**src/rtl/beat_pkg.sv**
```systemverilog
// rtl/beat_pkg.sv - shared types and constants for the beat envelope player
//
// Purpose: level-to-peak constants, envelope FSM state encoding,
// default sample width and a level-to-peak lookup helper.

package beat_pkg;

  localparam int SAMPLE_W_DEF = 16;
  localparam int ENV_W        = 16;

  localparam logic [ENV_W-1:0] PEAK_L1 = 16'd8192;
  localparam logic [ENV_W-1:0] PEAK_L2 = 16'd16384;
  localparam logic [ENV_W-1:0] PEAK_L3 = 16'd32767;

  typedef enum logic [1:0] {
    ST_IDLE   = 2'd0,
    ST_ATTACK = 2'd1,
    ST_DECAY  = 2'd2
  } state_t;

  // Level 0 never reaches the envelope (it is filtered at trigger time),
  // so mapping it to 0 is only for completeness.
  function automatic logic [ENV_W-1:0] peak_of(input logic [1:0] level);
    case (level)
      2'd1:    peak_of = PEAK_L1;
      2'd2:    peak_of = PEAK_L2;
      2'd3:    peak_of = PEAK_L3;
      default: peak_of = '0;
    endcase
  endfunction

endpackage

```
**src/rtl/sample_tick_div.sv**
```systemverilog
// rtl/sample_tick_div.sv - free-running clock divider producing a one-cycle sample tick
//
// Purpose: counts 0..CLK_DIV-1 forever; o_tick is high while the count
// sits at CLK_DIV-1, so one tick per CLK_DIV clocks.
// Ports:
//   i_clk   system clock
//   i_rst   asynchronous active-high reset (count returns to 0)
//   o_tick  one-cycle strobe, high in the last cycle of each period

module sample_tick_div #(
  parameter int CLK_DIV = 1042
) (
  input  logic i_clk,
  input  logic i_rst,
  output logic o_tick
);

  localparam int CNT_W = (CLK_DIV > 1) ? $clog2(CLK_DIV) : 1;
  localparam logic [CNT_W-1:0] LAST = CNT_W'(CLK_DIV - 1);

  logic [CNT_W-1:0] r_count;

  always_ff @(posedge i_clk or posedge i_rst) begin
    if (i_rst) begin
      r_count <= '0;
    end else if (r_count == LAST) begin
      r_count <= '0;
    end else begin
      r_count <= r_count + CNT_W'(1);
    end
  end

  assign o_tick = (r_count == LAST);

endmodule

```
**src/rtl/beat_envelope_player.sv**
```systemverilog
// rtl/beat_envelope_player.sv - beat-triggered attack/decay envelope with square tone
//
// Purpose: each accepted beat pulse starts (or re-peaks) an attack/decay
// envelope; the envelope magnitude is multiplied by a +/-1 square tone and
// emitted once per sample tick.
// Ports:
//   i_clk             system clock
//   i_rst             asynchronous active-high reset
//   i_beat_en         one-cycle beat pulse
//   i_beat_intensity  beat level 0..3, qualified by i_beat_en
//   o_sample_out      signed audio sample, updated on each tick
//   o_sample_valid    one-cycle strobe marking a new o_sample_out
//   o_busy            envelope active (state != IDLE)
//   o_level_out       level of the active beat, 0 when idle

module beat_envelope_player
  import beat_pkg::*;
#(
  parameter int CLK_DIV     = 1042,
  parameter int TONE_HALF   = 55,
  parameter int DECAY_SHIFT = 5,
  parameter int SAMPLE_W    = SAMPLE_W_DEF
) (
  input  logic                       i_clk,
  input  logic                       i_rst,
  input  logic                       i_beat_en,
  input  logic [1:0]                 i_beat_intensity,
  output logic signed [SAMPLE_W-1:0] o_sample_out,
  output logic                       o_sample_valid,
  output logic                       o_busy,
  output logic [1:0]                 o_level_out
);

  localparam int PH_W = (TONE_HALF > 1) ? $clog2(TONE_HALF) : 1;
  localparam logic [PH_W-1:0] PH_LAST = PH_W'(TONE_HALF - 1);

  state_t                r_state;
  logic [ENV_W-1:0]      r_env;
  logic [ENV_W-1:0]      r_peak;
  logic [1:0]            r_level;
  logic [PH_W-1:0]       r_phase;
  logic                  r_pol;      // 1 = positive half of the tone
  logic                  r_busy;
  logic [SAMPLE_W-1:0]   r_sample;
  logic                  r_valid;

  logic                  w_tick;
  logic                  w_trig_idle;
  logic                  w_trig_busy;
  logic                  w_trigger;
  logic [ENV_W-1:0]      w_step;
  logic [ENV_W:0]        w_attack_sum;
  logic [ENV_W-1:0]      w_decay;
  logic [ENV_W-1:0]      w_env_next;
  logic [SAMPLE_W-1:0]   w_mag;
  logic                  w_phase_wrap;

  sample_tick_div #(
    .CLK_DIV (CLK_DIV)
  ) u_tick_div (
    .i_clk  (i_clk),
    .i_rst  (i_rst),
    .o_tick (w_tick)
  );

  always_comb begin
    w_trig_idle  = i_beat_en && (i_beat_intensity != 2'd0) && (r_state == ST_IDLE);
    // While active, only an equal-or-louder beat may re-peak the envelope.
    w_trig_busy  = i_beat_en && (r_state != ST_IDLE) && (i_beat_intensity >= r_level);
    w_trigger    = w_trig_idle || w_trig_busy;

    w_step       = r_peak >> 2;
    w_attack_sum = {1'b0, r_env} + {1'b0, w_step};
    // env - (env >> S) is at least 1 for any nonzero env, so only env == 0
    // needs the saturation guard.
    w_decay      = (r_env == '0) ? '0 : (r_env - (r_env >> DECAY_SHIFT) - ENV_W'(1));

    // A trigger in the same cycle as a tick freezes the envelope for that tick.
    w_env_next = r_env;
    if (!w_trigger) begin
      case (r_state)
        ST_ATTACK: w_env_next = (w_attack_sum > {1'b0, r_peak}) ? r_peak : w_attack_sum[ENV_W-1:0];
        ST_DECAY:  w_env_next = w_decay;
        default:   w_env_next = r_env;
      endcase
    end

    w_mag        = SAMPLE_W'(w_env_next);
    w_phase_wrap = (r_phase == PH_LAST);
  end

  always_ff @(posedge i_clk or posedge i_rst) begin
    if (i_rst) begin
      r_state  <= ST_IDLE;
      r_env    <= '0;
      r_peak   <= '0;
      r_level  <= 2'd0;
      r_phase  <= '0;
      r_pol    <= 1'b1;
      r_busy   <= 1'b0;
      r_sample <= '0;
      r_valid  <= 1'b0;
    end else begin
      r_valid <= w_tick;
      if (w_tick) begin
        // Sample uses the polarity in force before this tick's tone update.
        r_sample <= r_pol ? w_mag : (SAMPLE_W'(0) - w_mag);
      end

      if (w_trigger) begin
        r_level <= i_beat_intensity;
        r_peak  <= peak_of(i_beat_intensity);
        r_state <= ST_ATTACK;
        r_busy  <= 1'b1;
        if (r_state == ST_IDLE) begin
          r_env   <= '0;
          r_phase <= '0;
          r_pol   <= 1'b1;
        end else if (w_tick) begin
          // Retrigger keeps the tone running without a phase reset.
          r_phase <= w_phase_wrap ? '0 : (r_phase + PH_W'(1));
          if (w_phase_wrap) r_pol <= ~r_pol;
        end
      end else if (w_tick) begin
        r_env <= w_env_next;
        if (r_state != ST_IDLE) begin
          r_phase <= w_phase_wrap ? '0 : (r_phase + PH_W'(1));
          if (w_phase_wrap) r_pol <= ~r_pol;
        end
        case (r_state)
          ST_ATTACK: begin
            if (w_env_next == r_peak) r_state <= ST_DECAY;
          end
          ST_DECAY: begin
            if (w_env_next == '0) begin
              r_state <= ST_IDLE;
              r_level <= 2'd0;
              r_busy  <= 1'b0;
            end
          end
          default: ;
        endcase
      end
    end
  end

  assign o_sample_out   = r_sample;
  assign o_sample_valid = r_valid;
  assign o_busy         = r_busy;
  assign o_level_out    = r_level;

endmodule

```
**config.mk**
```make
export PLATFORM = sky130hd
export DESIGN_NAME = beat_envelope_player
export DESIGN_NICKNAME = d
export VERILOG_FILES = /design/src/rtl/beat_pkg.sv /design/src/rtl/sample_tick_div.sv /design/src/rtl/beat_envelope_player.sv
export SDC_FILE = /design/constraint.sdc
export NUM_CORES = 1
export LEC_CHECK = 0
export CELL_PAD_IN_SITES_DETAIL_PLACEMENT = 2
export CELL_PAD_IN_SITES_GLOBAL_PLACEMENT = 2
export CORE_MARGIN = 3
export CORE_UTILIZATION = 30
export CTS_BUF_LIST = sky130_fd_sc_hd__clkbuf_16
export DETAILED_ROUTE_END_ITERATION = 6
export GPL_TIMING_DRIVEN = 0
export PLACE_DENSITY = 0.77
export SYNTH_ARGS = -nofsm -noshare
export SYNTH_HDL_FRONTEND = slang
export SYNTH_SLANG_ARGS = --single-unit
```
**constraint.sdc**
```tcl
create_clock -name i_clk -period 20.3 [get_ports i_clk]
set_clock_uncertainty 0.05 [all_clocks]
set_input_delay 4.06 -clock i_clk [delete_from_list [all_inputs] [get_ports i_clk]]
set_output_delay 4.06 -clock i_clk [all_outputs]
set_load 0.02 [all_outputs]
```
### Yosys cells after proc, flatten, opt, wreduce, memory -nomap -nowiden

Index checks and enable logic that the tools add are counted.
Widths: inputs -> output; s select.

| word-level totals | value |
|---|---|
| RAM bits | 0 |
| bits in latches | 0 |
| ROM bits | 0 |
| output and inout port bits | 20 |
| bits in registers | 72 |
| memories | 0 |
| word-level logic and storage cells | 84 |
| input bits | 5 |

| operators by class | value |
|---|---|
| bitwise gates (word level) | 1 |
| reductions and logical operators | 20 |
| multipliers | 0 |
| shifts and indexed selects | 0 |
| multiplexer cells | 34 |
| equality and inequality tests | 11 |
| divide/modulo/power cells | 0 |
| add/sub/neg operators | 6 |
| magnitude comparators | 2 |

Operators with widths:

| operator | number |
|---|---|
| $mux 16 | 7 |
| $pmux 15 s3 | 1 |
| $mux 6 | 6 |
| $logic_not 16->1 | 2 |
| $pmux 16 s2 | 1 |
| $add 16x14->17 | 1 |
| $gt 17x16->1 | 1 |
| $eq 16x16->1 | 1 |
| $sub 1x16->16 const A | 1 |
| $sub 16x1->16 const B | 1 |
| $sub 16x11->16 | 1 |
| $mux 2 | 7 |
| $reduce_bool 2->1 | 7 |
| $add 11x1->11 const B | 1 |
| $eq 11x11->1 const B | 1 |
| $mux 11 | 1 |
| $mux 1 | 10 |
| $add 6x1->6 const B | 1 |
| $eq 2x2->1 const B | 3 |
| $eq 6x6->1 const B | 1 |
| $ne 3x3->1 const B | 2 |
| $reduce_and 3->1 | 2 |
| $eq 2x1->1 const B | 2 |
| $logic_and 1x1->1 | 4 |
| 9 further kinds | 9 |

### Depth between registers and ports, before layout

Gate-level depths: netlist of run 1.

| depth | value |
|---|---|
| depth after elaboration | 10 |
| gate-level depth with buffers | 27 |
| gate-level depth less buffers | 25 |

### Cells and area by module

A second synthesis of run 1 with hierarchy kept.

| second synthesis, totals | value |
|---|---|
| cells, all modules | 701 |
| area, all modules | 5709.2 µm² |

By module, submodules not included:

| module | area an instance (µm²) | seq. area each (µm²) | cells each | times used |
|---|---|---|---|---|
| beat_envelope_player | 5188.7 | 1202.4 | 653 | 1 |
| sample_tick_div | 520.5 | 275.3 | 48 | 1 |

### Worst setup path after synthesis of run 1

Ideal clock, no wire load.

| timing path | value |
|---|---|
| path type | input to register |
| start point | input port i_beat_intensity[0] |
| end point | register r_state[1] |
| data arrival time | 7.380 ns |
| library setup time | 0.131 ns |
| path buffers | 2 |
| cell stages on the path | 18 |
| path slack | 12.738 ns |
| required time | 20.119 ns |
| cells stage by stage | inv_1 -> ha_1 -> nand2b_1 -> a211oi_1 -> or2_2 -> clkbuf_1 -> and2_1 -> clkbuf_1 -> o21ai_0 -> a221oi_1 -> o21bai_1 -> ha_1 -> nand2_1 -> nor4_2 -> nand2_1 -> nor3_1 -> nor2_1 -> or3_1 |

| on the way | value |
|---|---|
| longest elaborated chain between the ends | 8 |
| elaborated cells on any way between the ends | 15 |
| those cells by class | order compare: 1; eq/ne: 3; mux: 2; reduce/logical: 9 |

Ends and longest elaborated chain:

| what | line | text |
|---|---|---|
| start, declared | beat_envelope_player.sv:27 | `input logic [1:0] i_beat_intensity,` |
| branches (longest 3 deep; another with $ge 2x2->1) | n/a |  |
| $logic_or 1x1->1 (*) | beat_envelope_player.sv:70 | `w_trigger = w_trig_idle \|\| w_trig_busy;` |
| $mux 16 | beat_envelope_player.sv:80 | `if (!w_trigger) begin` |
| $eq 16x16->1 or $logic_not 16->1 (tied branches) | beat_envelope_player.sv:132, beat_envelope_player.sv:135 |  |
| $ne 3x3->1 (no source line) | n/a |  |
| $reduce_and 4->1 (no source line) | n/a |  |
| end signal, assigned | beat_envelope_player.sv:94 | `r_state <= ST_IDLE;` |
| end signal, assigned | beat_envelope_player.sv:132 | `if (w_env_next == r_peak) r_state <= ST_DECAY;` |
| end signal, assigned | beat_envelope_player.sv:136 | `r_state <= ST_IDLE;` |
| end, declared | beat_envelope_player.sv:37 | `state_t r_state;` |

Every way passes the cells marked *.
A chain may end at the register's enable or synchronous reset.

### Final worst setup path of run 1

Same ends and word-level chain as after synthesis.

==> results.ini, run 1 <==
[critical_path]
crit_arrival_ns = 9.17
cp_data_required_time_ns = 20.45
critPathKind = in -> reg
end_kind = flop
critPathLaunchType = primary input
crit_fanout = 10

[synth]
synthesis.area_um2 = 5240
syn_nets = 682
yosys_warnings = 0
synth_top_area_share_pct = 27.7
synth.area.mux_share_pct = 1.77
synthXorXnorAreaFrac_pct = 8.31
yosys.area_share.simple_pct = 20.6
yosysMostFrequentCell = dfrtp_1
yosysUniqueCellTypes = 77
synth.cells.most_frequent = dfrtp_1, nand2_1, nor2_1, o21ai_0, ha_1
synth_compound_gate_area_share_pct = 25.2
yosys.area.top_type = dfrtp_1
async_reset_ff_share_pct = 100
syn_inst = 627
synth_fa_ha_area_share_pct = 12.2
synth_seq_cells = 59
yosys-top-cells-area = dfrtp_1, ha_1, o21ai_0, nand2_1, xnor2_1
yosys_most_used_dff = dfrtp_1
synth_top_family_by_area = compound AO/OA/AOI/OAI gates
synth_edf_count = 0
synth.avg_cell_area_um2 = 8.36
ys_seq_area_share_pct = 28.2

[clock_network]
numCtsBuffers = 9
postCtsHoldBufs = 0
clock_latency_ns = 0.33
h-tree-depth = 3
cts_root_buf = clkbuf_16
cts_tree = done
clock-sinks = 59
clockBufferDepth = 2
ctsResizeCount = 0
post_cts_buffers = 0
clkSlewWorstSetupHoldPaths_ns = 0.06

[finish]
final_cells = 888
antenna_cells = 0
drive_gt1_share_pct = 6.59
fillers = 1908
synthToLayoutAreaGrowth_pct = 15.8
design_area_um2 = 6070
final_nets = 718

[timing]
final_hold_viol_count = 0
drv_slew = 0
fin_crit_ns = 9.02
finalCritPeriodShare_pct = 44.4
setup_tns_ns = 0
setup_viol = 0
rsz0062_at_grt = false
max_freq_mhz = 111
tightestPinTransition_ns = 1.31
slew-limit-headroom_pct = 12.7
fin_worst_hold_slack_ns = 0.428

[global_route]
grt_use_total_pct = 19.3
grt_pass1_vias = 5507
overflow = 0
grt_pass1_wl_um = 30200
grt_max_degree = 36
antenna_found_initial = 0

[place]
gp_congestion = 0.891
dp.cells = 872
dpl.hpwl_um = 14400
placedInstanceArea_um2 = 5780
port_buffers = 24

[pwr]
p_per_area_nw_per_um2 = 104
peakVddDrop_v = 0.0000471
total_power_uw = 630
power.leakage_nw = 2.67

[die]
coreArea_um2 = 16800
die_x_um = 138
die_area_um2 = 19100
num_rows = 47
initial_core_util_pct = 31.2
die_h_um = 138
top_level_ports = 25

[detailed_routing]
initialDrtViolationCount = 294
wire_per_inst_um = 21.0
vias_per_cell = 5.70
wl_um = 18700
postRouteAntennaNets = 0
via_count = 5064
drtPass1Iterations = 4
route.detailed.drc = 0

[hold_path]
min_path_type = reg -> reg

[outcome]
status = finished clean

[flow_run]
cap_violations = 0

state kept, by name, summed over array words and instances (netlist names):
signal,cells
r_env,16
r_peak,3
o_sample_valid,1
r_state,2
o_level_out,2
o_sample_out,16
o_busy,1
r_phase,6
u_tick_div.r_count,11
r_pol,1
worst max-delay path, cell delays in order:
cell             delay (ns)
clkdlybuf4s50_1        0.56
inv_1                  0.08
ha_1                   0.29
nand2b_1               0.14
a211oi_1               0.27
or2_2                  0.16
clkbuf_1               0.29
and2_1                 0.28
clkbuf_1               0.41
o21ai_0                0.33
a221oi_1               0.36
o21bai_1               0.21
ha_1                   0.22
nand2_1                0.09
nor4_2                 0.46
nand2_1                0.11
nor3_1                 0.32
nor2_1                 0.10
or3_1                  0.40
cells in the final DEF, fill, tap and decap left out, drive strengths merged, types with 3 or more instances in the layout:
cell type	instances
a211o	4
a211oi	8
a21boi	4
a21o	13
a21oi	31
a221o	3
a221oi	4
a31oi	14
and2	7
and3	14
and4	5
buf	3
clkbuf	25
clkdlybuf4s50	24
clkinv	4
dfrtp	58
ha	48
inv	32
mux2	4
mux2i	4
nand2	58
nand2b	4
nand3	32
nand4	10
nor2	54
nor2b	6
nor3	14
nor4	5
o211ai	5
o21a	6
o21ai	58
o21bai	4
o22ai	6
o311ai	3
o31ai	6
xnor2	26
xor2	22
per-layer routing:
layer / GRT usage [%] / part of all wire (%) / vias up
met5: 0 / 0 / -
met2: 33.5 / 49 / 68
met3: 2.21 / 2.7 / 18
met1: 26.0 / 47 / 2597
met4: 4.11 / 1.2 / 0
li1: - / - / 2381
stage by stage:
| step | utilization, % | setup slack, ns |
|---|---|---|
| after floorplan | - | 12.74 |
| after global placement | 34.2 | 11.15 |
| after detailed placement | 34.4 | 10.96 |
| after CTS | 36.1 | 11.26 |
| after global routing | 36.1 | 10.76 |
| final | 36.1 | 11.28 |
power by group:
| part | internal (mW) | switching, mW |
|---|---|---|
| clock | 0.0944 | 0.0571 |
| sequential | 0.122 | 0.00840 |
| combinational | 0.128 | 0.219 |
path summary, 6_finish.rpt:
path	slack (ns)	end	depth (start not counted)	startpoint
worst max-delay path	11.28	r_state[1]$_DFFE_PP0P_	19	i_beat_intensity[0]
worst min-delay path	0.43	r_phase[5]$_DFFE_PP0P_	1	r_phase[5]$_DFFE_PP0P_
worst max register to register	11.87	r_state[1]$_DFFE_PP0P_	26	r_peak[12]$_DFFE_PP0N_
worst min register to register	0.43	r_phase[5]$_DFFE_PP0P_	1	r_phase[5]$_DFFE_PP0P_
max in group asynchronous	15.48	r_pol$_DFFE_PP1P_	3	i_rst
min in group asynchronous	4.06	o_sample_out[5]$_DFFE_PP0P_	2	i_rst
cells by family (layout without fill, tap and decap cells):
logic type / Yosys count / in the layout
muxes: 8 / 8
DFF: 59 / 59
AOI/OAI and AO/OA: 193 / 193
and+or+nand+nor: 219 / 219
xor gates and xnor gates: 48 / 48
adders and majority gates: 50 / 50
buffers and inverters: 50 / 91
area by class of cell:
type / instances / area (µm²) / area share, %
Multi-Input combinational cell: 518 / 3570 / 58.8
Sequential cell: 59 / 1480 / 24.3
Tap cell: 220 / 275 / 4.53
Timing Repair Buffer: 25 / 260 / 4.29
Clock buffer: 9 / 225 / 3.71
Inverter: 32 / 120 / 1.98
Buffer: 18 / 76.3 / 1.26
Clock inverter: 7 / 68.8 / 1.13
(Power assumes the default switching activity.)
==> run 2: changes to the inputs <==
==> constraint.sdc (replaced) <==
create_clock -name i_clk -period 9.39 [get_ports i_clk]
set_clock_uncertainty 0.05 [all_clocks]
set_input_delay 1.878 -clock i_clk [delete_from_list [all_inputs] [get_ports i_clk]]
set_output_delay 1.878 -clock i_clk [all_outputs]
set_load 0.02 [all_outputs]
==> results of run 2 <==
Same layout as run 1 (identical final DEF). Status: finished clean.
Main changes from that run: setup slack after placement 10.96 ns -> 1.03 ns; setup slack after layout 11.28 ns -> 0.959 ns; start point of the critical path i_beat_intensity[0] -> r_peak[12]$_DFFE_PP0N_; register-to-register setup slack 11.87 ns -> 0.96 ns; total power 0.630 mW -> 1.36 mW; worst IR drop on VDD 0.0000471 V -> 0.000102 V
==> run 3: changes to the inputs <==
--- a/config.mk
+++ b/config.mk
@@ -13,6 +13,7 @@
 export DETAILED_ROUTE_END_ITERATION = 6
 export GPL_TIMING_DRIVEN = 0
 export PLACE_DENSITY = 0.77
+export REMOVE_ABC_BUFFERS = 1
 export SYNTH_ARGS = -nofsm -noshare
 export SYNTH_HDL_FRONTEND = slang
 export SYNTH_SLANG_ARGS = --single-unit
==> run 3 against run 2 <==
Power is 3.5% higher; via count is 1.1% lower; worst setup slack better by 0.39 ns; clock power is 19% higher; largest power group unchanged; largest cell class unchanged; sequential power hardly changed.
==> results.ini, run 3 (synthesized netlist as in run 1, its figures left out) <==
[clock_network]
post_cts_buffers = 0
ctsResizeCount = 0
clockBufferDepth = 2
clock-sinks = 59
clock_latency_ns = 0.33
cts_root_buf = clkbuf_16
numCtsBuffers = 9
clkSlewWorstSetupHoldPaths_ns = 0.06
postCtsHoldBufs = 0
cts_tree = done
h-tree-depth = 3

[critical_path]
cp-startpoint = r_peak[12]$_DFFE_PP0N_
critPathLaunchType = flop
crit_fanout = 24
ff2ff_setup_slack_ns = 1.34
rr_worst_depth = 24
regToRegEndpoint = r_state[1]$_DFFE_PP0P_
end_kind = flop
cp_data_required_time_ns = 9.55
crit_end = r_state[1]$_DFFE_PP0P_
critPathKind = reg -> reg
crit_arrival_ns = 8.21
reg2reg_from = r_peak[12]$_DFFE_PP0N_

[finish]
fillers = 1921
multi_input_area_um2 = 3570
drive_gt1_share_pct = 6.75
design_area_um2 = 6080
layout_commonest_cell = dfrtp_1
final_cells = 873
final_nets = 702
seq_area_um2 = 1480
synthToLayoutAreaGrowth_pct = 15.9
final_cell_mix = dfrtp_1, nand2_1, nor2_1

[flow_run]
cap_violations = 0

[place]
placedInstanceArea_um2 = 5710
dpl.hpwl_um = 14000
port_buffers = 24
dp.cells = 855
gp_congestion = 0.859

[pwr]
total_power_mw = 1.41
peakVddDrop_v = 0.0000878
p_per_area_nw_per_um2 = 232
power.leakage_nw = 2.68

[die]
coreArea_um2 = 16800
num_rows = 47
die_area_um2 = 19100
die_x_um = 138
top_level_ports = 25
die_h_um = 138
initial_core_util_pct = 31.2

[hold_path]
min_path_type = reg -> reg
holdPathStages = 2

[timing]
drv_slew = 0
fin_crit_ns = 8.05
setup_viol = 0
setup_tns_ns = 0
rsz0062_at_grt = false
finalCritPeriodShare_pct = 85.7
max_freq_mhz = 124
tightestPinTransition_ns = 1.12
final_hold_viol_count = 0
slew-limit-headroom_pct = 24.7

[detailed_routing]
vias_per_cell = 5.74
wl_um = 18500
initialDrtViolationCount = 249
drtPass1Iterations = 4
wire_per_inst_um = 21.2
postRouteAntennaNets = 0
via_count = 5007
route.detailed.drc = 0

[global_route]
antenna_found_initial = 1
overflow = 0
grt_pass1_vias = 5491
grt_max_degree = 41
grt_pass1_wl_um = 30400
grt_use_total_pct = 19.4

[outcome]
status = finished clean

==> run 3: critical path, stage by stage, from the launching register on <==
cell and delay (ns):
dfrtp_1 0.85, inv_1 0.67, ha_1 0.57, and2b_1 0.21
a21oi_4 0.18, a41oi_2 0.19, o21ai_0 0.39, and2_1 0.18
o21ai_0 0.10, xnor2_1 0.37, ha_1 0.35, o21ai_0 0.17
a31oi_1 0.06, nor2_1 0.29, nand3_2 0.22, a21oi_4 0.34
o21ai_0 0.28, o32ai_1 0.66, ha_1 0.29, nand2_1 0.09
nor4_2 0.52, nand2_1 0.11, nor3_1 0.28, nor2_1 0.10
or3_1 0.37
==> run 3: report_power, final <==
group          internal [mW]  switching (mW)
Sequential             0.264          0.0206
Combinational          0.266           0.469
Clock                  0.261           0.128
Total                  0.792           0.618
==> run 3: metal layers <==
metal  track usage [%]  up-vias  wire length, µm
li1                  -     2356                -
met1              24.6     2575             8200
met2              35.3       58             9680
met3              2.87       18              450
met4              3.38        0              172
met5                 0        -                0
==> run 3: metrics by stage <==
stage | worst slack [ns] | util, % | hold WS, ns
after CTS | 1.25 | 36.0 | 0.446
after global placement | 1.68 | 33.8 | 0.413
after floorplan | 3.22 | - | 0.395
final | 1.34 | 36.1 | 0.441
after global routing | 0.663 | 36.1 | 0.476
after detailed placement | 1.31 | 33.9 | 0.429
==> run 3: area by class of cell <==
cell class | instances | area share (%)
multi-input combinational | 518 | 58.7
sequential | 59 | 24.3
timing repair buffer | 27 | 4.65
tap | 220 | 4.53
clock buffer | 9 | 3.71
clock inverter | 7 | 2.04
inverter | 32 | 1.98
antenna | 1 | 0.0412
==> run 3: worst min-delay path by stage <==
stage	from	end
floorplan	r_phase[5]$_DFFE_PP0P_	r_phase[5]$_DFFE_PP0P_
global placement	o_sample_out[0]$_DFFE_PP0P_	o_sample_out[0]$_DFFE_PP0P_
detailed placement	o_sample_out[14]$_DFFE_PP0P_	o_sample_out[14]$_DFFE_PP0P_
CTS	o_sample_out[6]$_DFFE_PP0P_	o_sample_out[6]$_DFFE_PP0P_
global route	u_tick_div.r_count[0]$_DFF_PP0_	u_tick_div.r_count[0]$_DFF_PP0_
finish	o_sample_out[11]$_DFFE_PP0P_	o_sample_out[11]$_DFFE_PP0P_
